## config.mk

```make
export PLATFORM = sky130hd
export DESIGN_NAME = slot_spin_evaluator
export DESIGN_NICKNAME = d
export VERILOG_FILES = /design/src/rtl/slot_pkg.sv /design/src/rtl/slot_match_eval.sv /design/src/rtl/slot_spin_evaluator.sv
export SDC_FILE = /design/constraint.sdc
export NUM_CORES = 1
export LEC_CHECK = 0
export ABC_AREA = 1
export CAP_MARGIN = 20
export CORE_UTILIZATION = 25
export CTS_BUF_LIST = sky130_fd_sc_hd__clkbuf_4 sky130_fd_sc_hd__clkbuf_8
export DETAILED_ROUTE_END_ITERATION = 16
export SLEW_MARGIN = 20
export SYNTH_ARGS = -nofsm -noshare
export SYNTH_HDL_FRONTEND = slang
export SYNTH_SLANG_ARGS = --single-unit
```

## constraint.sdc

```tcl
create_clock -name clk -period 3 [get_ports clk]
set_input_delay 0.6 -clock clk [delete_from_list [all_inputs] [get_ports clk]]
set_output_delay 0.6 -clock clk [all_outputs]
set_load 0.005 [all_outputs]
```

## src/rtl/slot_pkg.sv

```systemverilog
// Shared types, constants and BCD helpers for the slot-machine spin datapath.
package slot_pkg;

   localparam int DIGIT_W   = 4;
   localparam int NUM_REELS = 4;

   localparam logic [1:0] WIN_NONE  = 2'b00;
   localparam logic [1:0] WIN_TWO   = 2'b01;
   localparam logic [1:0] WIN_THREE = 2'b10;
   localparam logic [1:0] WIN_FOUR  = 2'b11;

   localparam logic [DIGIT_W-1:0] STEP_R0 = 4'd1;
   localparam logic [DIGIT_W-1:0] STEP_R1 = 4'd3;
   localparam logic [DIGIT_W-1:0] STEP_R2 = 4'd7;
   localparam logic [DIGIT_W-1:0] STEP_R3 = 4'd9;

   typedef enum logic [1:0] {
      ST_IDLE = 2'b00,
      ST_SPIN = 2'b01,
      ST_EVAL = 2'b10
   } fsm_state_e;

   function automatic logic [DIGIT_W-1:0] reel_step(input logic [1:0] idx);
      logic [DIGIT_W-1:0] s;
      case (idx)
         2'd0:    s = STEP_R0;
         2'd1:    s = STEP_R1;
         2'd2:    s = STEP_R2;
         2'd3:    s = STEP_R3;
         default: s = STEP_R0;
      endcase
      return s;
   endfunction

   // Folds a raw LFSR nibble 10..15 back into 4..9 so every reel starts on a valid digit.
   function automatic logic [DIGIT_W-1:0] bcd_fold(input logic [DIGIT_W-1:0] d);
      logic [DIGIT_W-1:0] r;
      if (d >= 4'd10) begin
         r = d - 4'd6;
      end else begin
         r = d;
      end
      return r;
   endfunction

   function automatic logic [DIGIT_W-1:0] bcd_step(input logic [DIGIT_W-1:0] d,
                                                   input logic [DIGIT_W-1:0] step);
      logic [DIGIT_W:0] s;
      s = {1'b0, d} + {1'b0, step};
      if (s >= 5'd10) begin
         s = s - 5'd10;
      end else begin
         s = s;
      end
      return s[DIGIT_W-1:0];
   endfunction

endpackage

```

## src/rtl/slot_match_eval.sv

```systemverilog
// Combinational win-level evaluation: largest group of equal digits among four reels.
module slot_match_eval
   import slot_pkg::*;
(
   input  logic [DIGIT_W-1:0] d0,
   input  logic [DIGIT_W-1:0] d1,
   input  logic [DIGIT_W-1:0] d2,
   input  logic [DIGIT_W-1:0] d3,
   output logic [1:0]         win_level
);

   logic e01_s, e02_s, e03_s, e12_s, e13_s, e23_s;
   logic four_s, three_s, pair_s;

   // Pairwise equality, then groups of three and four built from those pairs.
   always_comb begin
      e01_s   = (d0 == d1);
      e02_s   = (d0 == d2);
      e03_s   = (d0 == d3);
      e12_s   = (d1 == d2);
      e13_s   = (d1 == d3);
      e23_s   = (d2 == d3);
      four_s  = e01_s & e12_s & e23_s;
      three_s = (e01_s & e12_s) | (e01_s & e13_s) | (e02_s & e23_s) | (e12_s & e23_s);
      pair_s  = e01_s | e02_s | e03_s | e12_s | e13_s | e23_s;
      if (four_s) begin
         win_level = WIN_FOUR;
      end else if (three_s) begin
         win_level = WIN_THREE;
      end else if (pair_s) begin
         win_level = WIN_TWO;
      end else begin
         win_level = WIN_NONE;
      end
   end

endmodule

```

## src/rtl/slot_spin_evaluator.sv

```systemverilog
// Spin controller: seeds four BCD reels from a free-running LFSR, stops them in turn,
// and presents the win level for exactly one clock per spin.
module slot_spin_evaluator
   import slot_pkg::*;
#(
   parameter int          SPIN_CYCLES = 8,
   parameter int          STOP_GAP    = 4,
   parameter logic [15:0] LFSR_SEED   = 16'hACE1
) (
   input  logic        clk,
   input  logic        reset,
   input  logic        spin_req,
   output logic        busy,
   output logic [15:0] reel_digits,
   output logic        result_valid,
   output logic [1:0]  state
);

   localparam int T_LAST  = SPIN_CYCLES + 3 * STOP_GAP;
   localparam int TIMER_W = $clog2(T_LAST + 2);

   fsm_state_e         fsm_q, fsm_d;
   logic [15:0]        lfsr_q, lfsr_d;
   logic [TIMER_W-1:0] timer_q, timer_d;
   logic [DIGIT_W-1:0] reel_q [NUM_REELS];
   logic [DIGIT_W-1:0] reel_d [NUM_REELS];
   logic               busy_q, busy_d;
   logic               valid_q, valid_d;
   logic [1:0]         win_q, win_d;
   logic [1:0]         win_s;

   // Scored on the next-cycle reel values so the registered level lines up with EVAL.
   slot_match_eval u_match (
      .d0        (reel_d[0]),
      .d1        (reel_d[1]),
      .d2        (reel_d[2]),
      .d3        (reel_d[3]),
      .win_level (win_s)
   );

   // Next-state, reel stepping and LFSR advance.
   always_comb begin
      fsm_d   = fsm_q;
      timer_d = timer_q;
      reel_d  = reel_q;
      lfsr_d  = {lfsr_q[0] ^ lfsr_q[2] ^ lfsr_q[3] ^ lfsr_q[5], lfsr_q[15:1]};
      case (fsm_q)
         ST_IDLE: begin
            if (spin_req) begin
               for (int i = 0; i < NUM_REELS; i++) begin
                  reel_d[i] = bcd_fold(lfsr_q[DIGIT_W*i +: DIGIT_W]);
               end
               timer_d = TIMER_W'(1);
               fsm_d   = ST_SPIN;
            end else begin
               timer_d = '0;
            end
         end
         ST_SPIN: begin
            // Reel i keeps stepping up to and including its own stop time, then holds.
            for (int i = 0; i < NUM_REELS; i++) begin
               if (timer_q <= TIMER_W'(SPIN_CYCLES + i * STOP_GAP)) begin
                  reel_d[i] = bcd_step(reel_q[i], reel_step(2'(i)));
               end else begin
                  reel_d[i] = reel_q[i];
               end
            end
            timer_d = timer_q + TIMER_W'(1);
            if (timer_q == TIMER_W'(T_LAST)) begin
               fsm_d = ST_EVAL;
            end else begin
               fsm_d = ST_SPIN;
            end
         end
         ST_EVAL: begin
            fsm_d   = ST_IDLE;
            timer_d = '0;
         end
         default: begin
            fsm_d   = ST_IDLE;
            timer_d = '0;
         end
      endcase
   end

   // Output staging: flags derive from the state being entered so they are registered.
   always_comb begin
      busy_d  = (fsm_d != ST_IDLE);
      valid_d = (fsm_d == ST_EVAL);
      if (valid_d) begin
         win_d = win_s;
      end else begin
         win_d = WIN_NONE;
      end
   end

   // State registers; reset discards any spin in flight.
   always_ff @(posedge clk or negedge reset) begin
      if (!reset) begin
         fsm_q   <= ST_IDLE;
         lfsr_q  <= LFSR_SEED;
         timer_q <= '0;
         reel_q  <= '{default: '0};
         busy_q  <= 1'b0;
         valid_q <= 1'b0;
         win_q   <= WIN_NONE;
      end else begin
         fsm_q   <= fsm_d;
         lfsr_q  <= lfsr_d;
         timer_q <= timer_d;
         reel_q  <= reel_d;
         busy_q  <= busy_d;
         valid_q <= valid_d;
         win_q   <= win_d;
      end
   end

   assign busy         = busy_q;
   assign result_valid = valid_q;
   assign state        = win_q;
   assign reel_digits  = {reel_q[3], reel_q[2], reel_q[1], reel_q[0]};

endmodule

```

* Word level (Yosys, flattened, before mapping) *
Index checks and enable logic that the tools add are counted.
W data, S select, Z words.

cells by class
  muxes and demuxes = 31
  add/subtract/negate cells = 13
  bitwise operators = 16
  eq/ne operators = 9
  reduce and logical (&&, ||, !) cells = 2
  $lt $le $gt $ge = 12

operators by type and width
  operator               number
  $mux W4                20
  $pmux W16 S2           1
  $eq A4 B4 Y1           6
  $add A4 B4 Y5          4
  $ge A5 B4 Y1 const B   4
  $ge A4 B4 Y1 const B   4
  $mux W16               1
  $sub A4 B3 Y4 const B  4
  $sub A4 B4 Y4 const B  4
  $le A5 B4 Y1 const B   2
  $le A5 B5 Y1 const B   2
  $mux W2                5
  $pmux W5 S2            1
  $or A1 B1 Y1           8
  $add A5 B1 Y5 const B  1
  $and A1 B1 Y1          5
  $eq A5 B5 Y1 const B   1
  $pmux W2 S2            1
  $xor A1 B1 Y1          3
  $eq A2 B1 Y1 const B   1
  $eq A2 B2 Y1 const B   1
  $logic_not A2 Y1       1
  $mux W1                2
  $reduce_bool A2 Y1     1

storage, ports and cells
  bits in registers = 43
  input port bits = 3
  output and inout bits = 20
  word-level logic and storage cells = 93

* Depth between registers and ports, before layout *
  word-level depth = 18
  mapped depth = 23
  depth with buffers taken out = 23

* Hierarchy *
Synthesis repeated with hierarchy kept, for this count alone.

unflattened totals
  cells, all modules = 466
  area total of the unflattened synthesis = 3161.8 µm²

modules (own cells, without submodules)
  module               times used  seq. area each (µm²)  cells an instance  area an instance (µm²)
  slot_spin_evaluator  1           1086.0                344                2693.8
  slot_match_eval      1           0.0                   122                467.9

* Worst setup path after synthesis *
Ideal clock, no wire load.

  path type = flip-flop to flip-flop
  from = register reel_q, in the netlist reel_digits[8]
  to = register win_q[0] (netlist: state[0])
  period minus slack after synthesis = 2352 ps
  setup time = 73 ps
  cell stages (with the launch flop) = 21
  setup slack = 648 ps
  arrival = 2279 ps
  path buffers = 0
  required time = 2927 ps
  cell sequence = dfrtp_1 > inv_1 > ha_1 > nand2_1 > inv_1 > nor2_1 > ha_1 > nand2_1 > nand2_1 > nand2_1 > nand2_1 > nand3_1 > a21boi_2 > nand2_1 > nand3_1 > nor2_1 > nand2_1 > nand2_1 > nor2_2 > nand2_1 > a21oi_2

RTL lines
  what                    RTL line                    RTL
  start, declared         slot_spin_evaluator.sv:25   logic [DIGIT_W-1:0] reel_q [NUM_REELS];
  start signal, assigned  slot_spin_evaluator.sv:111  reel_q <= reel_d;
  end signal, assigned    slot_spin_evaluator.sv:114  win_q <= win_d;
  end, declared           slot_spin_evaluator.sv:29   logic [1:0] win_q, win_d;

==> run_results.csv <==
group,metric,value,unit
final_layout,final_common_cell,"nand2_1",
final_layout,seqCellArea,1090,µm²
yosys,yosysSeqAreaShare,0.330,
clock_tree,cts_setup_buffers,0,
clock_tree,cts_tree,"yes",
die,die_y,117,µm
worst_setup_path,crit_arrival,2.90,ns
die,io_pins,23,
timing,tightest_slew,0.566,ns
yosys,syn_nets,512,
routing,drtPass1Iterations,5,
timing,skew,0.00968,ns
worst_setup_path,critPathLaunch,"reel_digits[9]",
worst_setup_path,cp_slowest_stage_delay,0.43,ns
yosys,syn_area,3300,µm²
timing,relSlewSlack,0.623,
worst_setup_path,slowest_stage,"dfrtp_2",
clock_tree,cts-htree-levels,2,
clock_tree,clockRootBuffer,"clkbuf_8",
die,die_area,13600,µm²
worst_setup_path,critPathKind,"reg -> reg",
clock_tree,max-clock-path-buffers,2,
final_layout,fillers,1432,
timing,finalSetupViolations,0,
timing,post-route-period-util,0.890,
routing,post-route-drc-count,0,
timing,slew_viol_final,0,
yosys,yosys_warnings,0,
worst_setup_path,cp-start-kind,"flop",
clock_tree,path_clk_slew,0.08,ns
grt,grt_first_pass_wirelength,14.9,mm
timing,setup-tns-final,0,ns
final_layout,drive_gt1_frac,0.107,
die,start_util,0.259,
final_layout,layout_common_cells,"154 x nand2_1, 73 x inv_1, 50 x nand3_1",
routing,dr.first_iter.drc_count,186,
grt,grt_remaining_overflow,0,
yosys,synth.ff_latch_count,43,
worst_setup_path,r2r-start,"reel_digits[9]",
hold_path,hold_class,"in -> async",
final_layout,fin_nets,541,
die,core.rowCount,41,
final_layout,area_delta_synth_final,17.2,%
worst_setup_path,cp-end-kind,"flop",
run_status,status,"completed",
timing,rsz0062_at_grt,"false",
worst_setup_path,crit_top_cell,"nand2_1",
routing,vias,3246,
die,coreArea,12700,µm²
grt,antenna_found_initial,0,
worst_setup_path,worstPathCellList,"inv_1, ha_1, nand2_1, inv_1, nor2_1, ha_2, nand2_1, nand2_1, nand2_1, nand2_1, nand3_2, a21boi_4, nand2_1, nand3_1, nor2_2, nand2_1, nand2_1, nor2_2, nand2_1, a21oi_2",
final_layout,antennaDiodeCount,0,
yosys,synth.distinct_cells,33,
die,fp.dieW,117,µm
timing,fmax,374,MHz
worst_setup_path,crit_family,"simple AND/OR/NAND/NOR gates",
timing,period_needed,2.67,ns
worst_setup_path,cp.required,3.23,ns
grt,grt_max_degree,44,
timing,hold_viol,0,
place,place.gp.congestion,0.899,
worst_setup_path,cp_num_buf_inv,2,
grt,track_usage,0.141,
final_layout,multi_input_area,1910,µm²
clock_tree,numCtsBuffers,5,
place,dp_hpwl,7.11,mm
job,max_cap_viol_count,0,
routing,via_per_inst,4.68,
yosys,synth.avg_cell_area,6.71,µm²
clock_tree,cts_sinks,43,
routing,wire_per_inst,13.1,µm
grt,grt_pass1_vias,3066,
routing,wl,9.07,mm
worst_setup_path,critPathMaxFanout,5,
yosys,syn_inst,491,
routing,ant_nets,0,
place,port_buffers,22,
clock_tree,insertion_delay,0.30,ns
==> worst register-to-register path: stages, from the launching register on <==
cell and delay (ns):
dfrtp_2 0.43, inv_1 0.07, ha_1 0.19, nand2_1 0.11
inv_1 0.06, nor2_1 0.16, ha_2 0.22, nand2_1 0.05
nand2_1 0.08, nand2_1 0.07, nand2_1 0.08, nand3_2 0.11
a21boi_4 0.26, nand2_1 0.10, nand3_1 0.11, nor2_2 0.06
nand2_1 0.05, nand2_1 0.06, nor2_2 0.12, nand2_1 0.08
a21oi_2 0.11
==> final cells by class <==
cell class | instances | area share
Multi-Input combinational cell | 365 | 0.493
Sequential cell | 43 | 0.281
Inverter | 80 | 0.0780
Timing Repair Buffer | 25 | 0.0622
Tap cell | 172 | 0.0557
Clock buffer | 6 | 0.0198
Clock inverter | 2 | 0.00972
==> flip-flops by register name (all words and copies together) (netlist names) <==
name,flops
busy,1
fsm_q,2
lfsr_q,16
reel_digits,16
result_valid,1
state,2
timer_q,5
==> logic make-up after synthesis <==
logic type,share of synthesized area
buffers and inverters,0.0998
adders and majority gates,0.0683
xor gates and xnor gates,0.0186
and+or+nand+nor,0.353
DFF,0.330
AOI/OAI and AO/OA,0.131
==> per-stage QoR <==
stage	worst slack, ns	util	cell area [µm²]	hold slack [ns]	std cells
after CTS	0.246	0.301	3830	0.379	693
after floorplan	0.648	-	3300	0.304	491
after global routing	0.0107	0.304	3860	0.330	693
final	0.330	0.304	3860	0.291	693
after detailed placement	0.181	0.292	3720	0.371	685
after global placement	0.207	0.292	3720	0.372	685
==> routing by layer <==
metal	global-route usage	routed length, µm	up-vias
met4	0.0447	147	0
met3	0.0118	383	10
met5	0	0	-
li1	-	-	1624
met1	0.187	4230	1538
met2	0.242	4310	74
==> timing repair <==
item	in CTS	in global routing
endpoints found under the setup margin	0	2
hold buffers	0	0
gates resized for setup	0	7
==> synth_stat cells, drive strengths merged <==
| library cell | n | area (µm²) |
|---|---|---|
| a31oi | 3 | 18.8 |
| o21ai | 25 | 125 |
| o22ai | 2 | 18.8 |
| inv | 79 | 297 |
| nor2 | 43 | 196 |
| nand2 | 163 | 649 |
| dfstp | 8 | 210 |
| clkinv | 1 | 5.00 |
| xnor2 | 4 | 35.0 |
| buf | 3 | 27.5 |
| o31ai | 1 | 7.51 |
| nand3b | 1 | 7.51 |
| dfrtp | 35 | 876 |
| a22oi | 2 | 15.0 |
| a21boi | 3 | 30.0 |
| or2 | 1 | 6.26 |
| a21oi | 37 | 200 |
| o21bai | 2 | 15.0 |
| nand4 | 3 | 18.8 |
| nand3 | 54 | 285 |
| xor2 | 3 | 26.3 |
| ha | 18 | 225 |
==> worst paths after layout <==
| check | endpoint | slack, ns | cells after the start |
|---|---|---|---|
| min in group clk | lfsr_q[10] | 0.38 | 0 |
| worst min-delay path | result_valid | 0.29 | 1 |
| worst min register to register | lfsr_q[10] | 0.38 | 0 |
| worst max-delay path | state[0] | 0.33 | 20 |
| worst max register to register | state[0] | 0.33 | 20 |
| max in group asynchronous | reel_digits[9] | 2.29 | 1 |
Power is not shown: default switching activity piles up to over one toggle a cycle in this logic, so the estimate is an artifact.
==> variant 1, RTL diff (same settings) <==
The output `state` loses its register stage (`win_q` becomes a continuous assignment).
--- a/src/rtl/slot_spin_evaluator.sv
+++ b/src/rtl/slot_spin_evaluator.sv
@@ -105,3 +105,2 @@
          valid_q <= 1'b0;
-         win_q   <= WIN_NONE;
       end else begin
@@ -113,5 +112,6 @@
          valid_q <= valid_d;
-         win_q   <= win_d;
       end
    end
+
+   assign win_q = win_d;
 
Check against the original RTL: same outputs for any inputs over 10 cycles, from zero or initial values and one cycle with reset low; that may be too few to reach the edited logic, so the function may still have changed.
==> variant 1 against the original RTL <==
The run now ends with negative setup slack left. Setup slack got worse by 0.70 ns. Sequential cell count decreased by 2. Area after synthesis decreased by 1.5%. Design area increased by 29%. Wire length increased by 19%. Die area decreased by 1.5%.
Power is not shown: default switching activity piles up to over one toggle a cycle in this logic, so the estimate is an artifact.
==> variant 1: results (changes against the original RTL) <==
Worst setup path
  – RR Startpoint: reel_digits[12]
  – Crit path max-delay cell type: dfrtp_1
  – CP arrival: 2.77 ns (-0.13 ns)
  – R2R setup slack: 1.03 ns (+0.70 ns)
  – Crit Reg-Reg Endpoint: reel_digits[14]
  – FF-to-FF path depth: 15 (-25%)
  – Worst Setup EP: state[0]
  – Critical-path maximum fanout: 4 (-1)

STA
  – Clk_skew: 0.00591 ns (-0.00378 ns)
  – Final worst slack: -0.367 ns (-0.696 ns)
  – Final setup viols: 2 (+2)
  – Worst slew pin tran: 0.976 ns (+0.410 ns)

Cells and area
  – ClkCell Share: 1.84% (-1.1 points)
  – Fillcell total: 1331 (-7.1%)
  – Multi-input gate area: 2190 um^2 (+15%)
  – Seq. cell area: 1040 um^2 (-4.5%)
  – Nets: 657 (+21%)
  – Share of cells above drive strength 1: 37.8% (+27 points)
  – Non-Clock Buffer Area Fraction: 22.8% (+17 points)
  – Fin cells: 809 (+17%)

GRT
  – Global-route wire length before repair: 17700 um (+18%)
  – M3 GR Usage: 1.99% (+0.80 points)
  – Total Routing Usage GR: 16.9% (+2.8 points)
  – Met2 usage: 30.0% (+5.8 points)
  – Vias in the first global route: 3664 (+20%)
  – M1 GR Usage: 21.5% (+2.8 points)

Synthesis
  – Syn_area_per_cell: 6.64 um^2 (-1.1%)
  – Synth area leaders: dfrtp_1 25%, nand2_1 18%, inv_1 8.6%
  – Compound-Gate Fraction of Synth Area: 13.3% (+0.20 points)
  – Synthesized flop and latch total: 41 (-4.7%)
  – XOR/XNOR share of the synthesized area: 1.89% (+0.029 points)
  – Adder-Cell Fraction of Synth Area: 6.94% (+0.11 points)
  – Syn_nets: 510 (-0.39%)
  – Register area share after synthesis: 31.9% (-1.0 points)

Drt
  – Vias per cell: 4.53 (-3.3%)
  – Routed Wire Length: 10800 um (+19%)
  – First-pass DRT Iterations: 4 (-1)
  – Starting DRT DRC Count: 183 (-1.6%)

Place
  – RePlAce Congestion: 0.920 (+2.3%)
  – Placed Cells: 783 (+14%)

Outcome
  – Status: finished, violations left
  – Failing checks: negative setup slack

Worst hold path
  – Hold Path Class: reg -> reg
[variant 1: changes by cell type after synthesis]
| cell | change |
|---|---|
| dfrtp_1 | -2 |
[variant 1: per-layer routing]
layer  routed length (um)  up-vias
met5                    0        -
met4                  279        0
met3                  487       23
met2                 5170       87
met1                 4870     1698
li1                     -     1857
[variant 1: timing repair]
| item | in CTS | in global routing |
|---|---|---|
| endpoints found under the setup margin | 2 | 2 |
| resized for setup | 50 | 49 |
| cloned | 0 | 0 |
| pin swaps | 28 | 38 |
| buffers inserted | 10 | 8 |
| hold buffers | 0 | 0 |
| endpoints found under the hold margin | 0 | 0 |
[variant 1: stage by stage]
stage / hold WS, ns / area, um^2 / TNS [ns]
floorplan: 0.304 / 3250 / 0
global route: 0.375 / 4970 / -1.12
finish: 0.381 / 4970 / -0.713
detailed placement: 0.368 / 4420 / -1.84
CTS: 0.375 / 4710 / -0.809
global placement: 0.368 / 4420 / -1.82
==> variant 2, RTL diff (same flow settings) <==
Without the edit above. Change the parameter `STOP_GAP` from 4 to 8.
--- a/src/rtl/slot_spin_evaluator.sv
+++ b/src/rtl/slot_spin_evaluator.sv
@@ -6,3 +6,3 @@
    parameter int          SPIN_CYCLES = 8,
-   parameter int          STOP_GAP    = 4,
+   parameter int          STOP_GAP    = 8,
    parameter logic [15:0] LFSR_SEED   = 16'hACE1
Behaviour: same outputs for any inputs over 10 cycles, from zero or initial values and one cycle with reset low; that may be too few to reach the edited logic, so the function may still have changed.
==> variant 2 against the original RTL <==
Synthesized cell count up 1.4%. Area after synthesis is 0.80% higher. First-iteration DRC count increased by 1.1%. Count of clock-buffer cells in the layout unchanged. Non-clock buffer count is 3 higher. Critical endpoint unchanged. Sequential cell count up 1. Design area is 0.23% higher. Wire length grew 5.6%. Setup slack got worse by 0.015 ns.
==> variant 2: results (changes against the original RTL) <==
Worst setup path
  – R2R setup slack: 0.33 ns (about the same)
  – Startpoint Class: primary input
  – Critical-path maximum fanout: 9 (+4)
  – CP arrival: 2.92 ns (+0.02 ns)
  – RR Startpoint: reel_digits[5]
  – FF-to-FF path depth: 22 (+10%)
  – Worst Setup SP: spin_req
  – Crit Reg-Reg Endpoint: state[0]
  – Setup CP Type: in -> reg

Synthesis
  – Commonest cells post-synth: 160 x nand2_1, 70 x inv_1, 50 x nand3_1, 41 x nor2_1, 36 x dfrtp_1
  – Register area share after synthesis: 33.4% (+0.49 points)
  – Distinct cells, synth: 37 (+12%)
  – Synth area leaders: dfrtp_1 27%, nand2_1 18%, inv_1 7.9%
  – Asr flop ratio synth: 100% (unchanged)
  – Syn_nets: 519 (+1.4%)

STA
  – Clk_skew: 0.00183 ns (-0.00785 ns)
  – Max-slew headroom: 61.7% (-0.52 points)
  – Final worst slack: 0.315 ns (-0.0149 ns)

Place
  – RePlAce Congestion: 0.924 (+2.8%)
  – Worst slack at placement: 0.0373 ns (-0.144 ns)
  – Detailed placer's ending HPWL: 7290 um (+2.5%)

Cells and area
  – Nets: 550 (+1.7%)
  – ANT cells: 0 (unchanged)
  – Share of cells above drive strength 1: 12.6% (+1.9 points)
  – Fillcell total: 1348 (-5.9%)

Drt
  – First-pass DRT Iterations: 5 (unchanged)
  – Starting DRT DRC Count: 188 (+1.1%)
  – Routed WL per cell: 13.6 um (+4.2%)
  – Vias: 3291 (+1.4%)

GRT
  – Largest net degree at the start of global routing: 45 (+2.3%)
  – Global-route wire length before repair: 16300 um (+9.3%)
  – Initial antenna violation count: 0 (unchanged)
  – Total Routing Usage GR: 15.5% (+1.4 points)

Outcome
  – Status: complete, no violations

Clock tree
  – H-tree levels: 2 (unchanged)
  – CTS root buffer: clkbuf_8
  – Worst-path clk slew: approximately 0.090 ns
  – Num CTS Buffers: 5 (unchanged)

Power
  – Pleak: 1.98 nW
==> variant 2: worst min path at each step <==
stage	startpoint	endpoint	slack, ns	cells past startpoint
6_report	reset	timer_q[2]	0.29	1
5_1_grt	reset	timer_q[3]	0.32	1
4_1_cts	lfsr_q[7]	lfsr_q[6]	0.38	0
3_5_place_dp	lfsr_q[7]	lfsr_q[6]	0.37	0
3_3_place_gp	lfsr_q[11]	lfsr_q[10]	0.37	0
2_1_floorplan	reset	busy	0.30	0
==> variant 2: critical path: stages <==
cell             delay, ns
clkdlybuf4s50_1       0.48
inv_1                 0.15
nand2_2               0.21
a21oi_1               0.11
a31oi_1               0.29
inv_1                 0.10
a21oi_2               0.26
nand2_1               0.09
nand3_1               0.12
nor2_2                0.07
nand2_1               0.07
nand2_1               0.05
nor2_1                0.13
nand2_1               0.08
a21oi_2               0.11
==> variant 2: cells by family (layout without fill, tap and decap cells) <==
kind of cell    after synthesis  after routing  share of synthesized area (%)
buf+inv                      86            118                           9.94
compound gates               64             64                           11.8
fa+ha+maj                    18             18                           6.78
xor+xnor                      9              9                           2.37
simple gates                277            277                           35.7
flops                        44             44                           33.4
==> variant 2: cell type report <==
type,instances,area [um^2],area share [%]
inverters,82,308,7.95
clock buffers,6,76.3,1.97
flip-flops and latches,44,1110,28.8
well taps,172,215,5.56
clock inverters,2,12.5,0.323
multi-input cells,368,1880,48.6
repair buffers,28,263,6.79
==> variant 2: layer usage <==
| layer | vias to the layer above | part of all wire [%] | GRT usage (%) |
|---|---|---|---|
| met5 | - | 0 | 0 |
| met1 | 1552 | 48 | 20.7 |
| met2 | 88 | 47 | 26.0 |
| li1 | 1638 | - | - |
| met3 | 13 | 4.3 | 2.37 |
| met4 | 0 | 1.4 | 3.97 |
==> variant 2: report_power, final <==
group,switching [W],internal (W)
clock network,0.000227,0.000173
logic,0.00218,0.00127
registers,0.000266,0.000752
==> variant 2: per-stage QoR <==
stage          instances  cell area, um^2  power (W)
6_report             702             3870    0.00487
5_1_grt              702             3870    0.00543
4_1_cts              700             3850    0.00480
3_5_place_dp         692             3760    0.00438
3_3_place_gp         692             3760    0.00430
2_1_floorplan        498             3320    0.00338
==> variant 2: what timing repair did <==
| item | in CTS | in global routing |
|---|---|---|
| setup endpoints to repair | 0 | 2 |
| setup buffers | 0 | 2 |
| gates resized for setup | 0 | 5 |
| endpoints found under the hold margin | 0 | 0 |
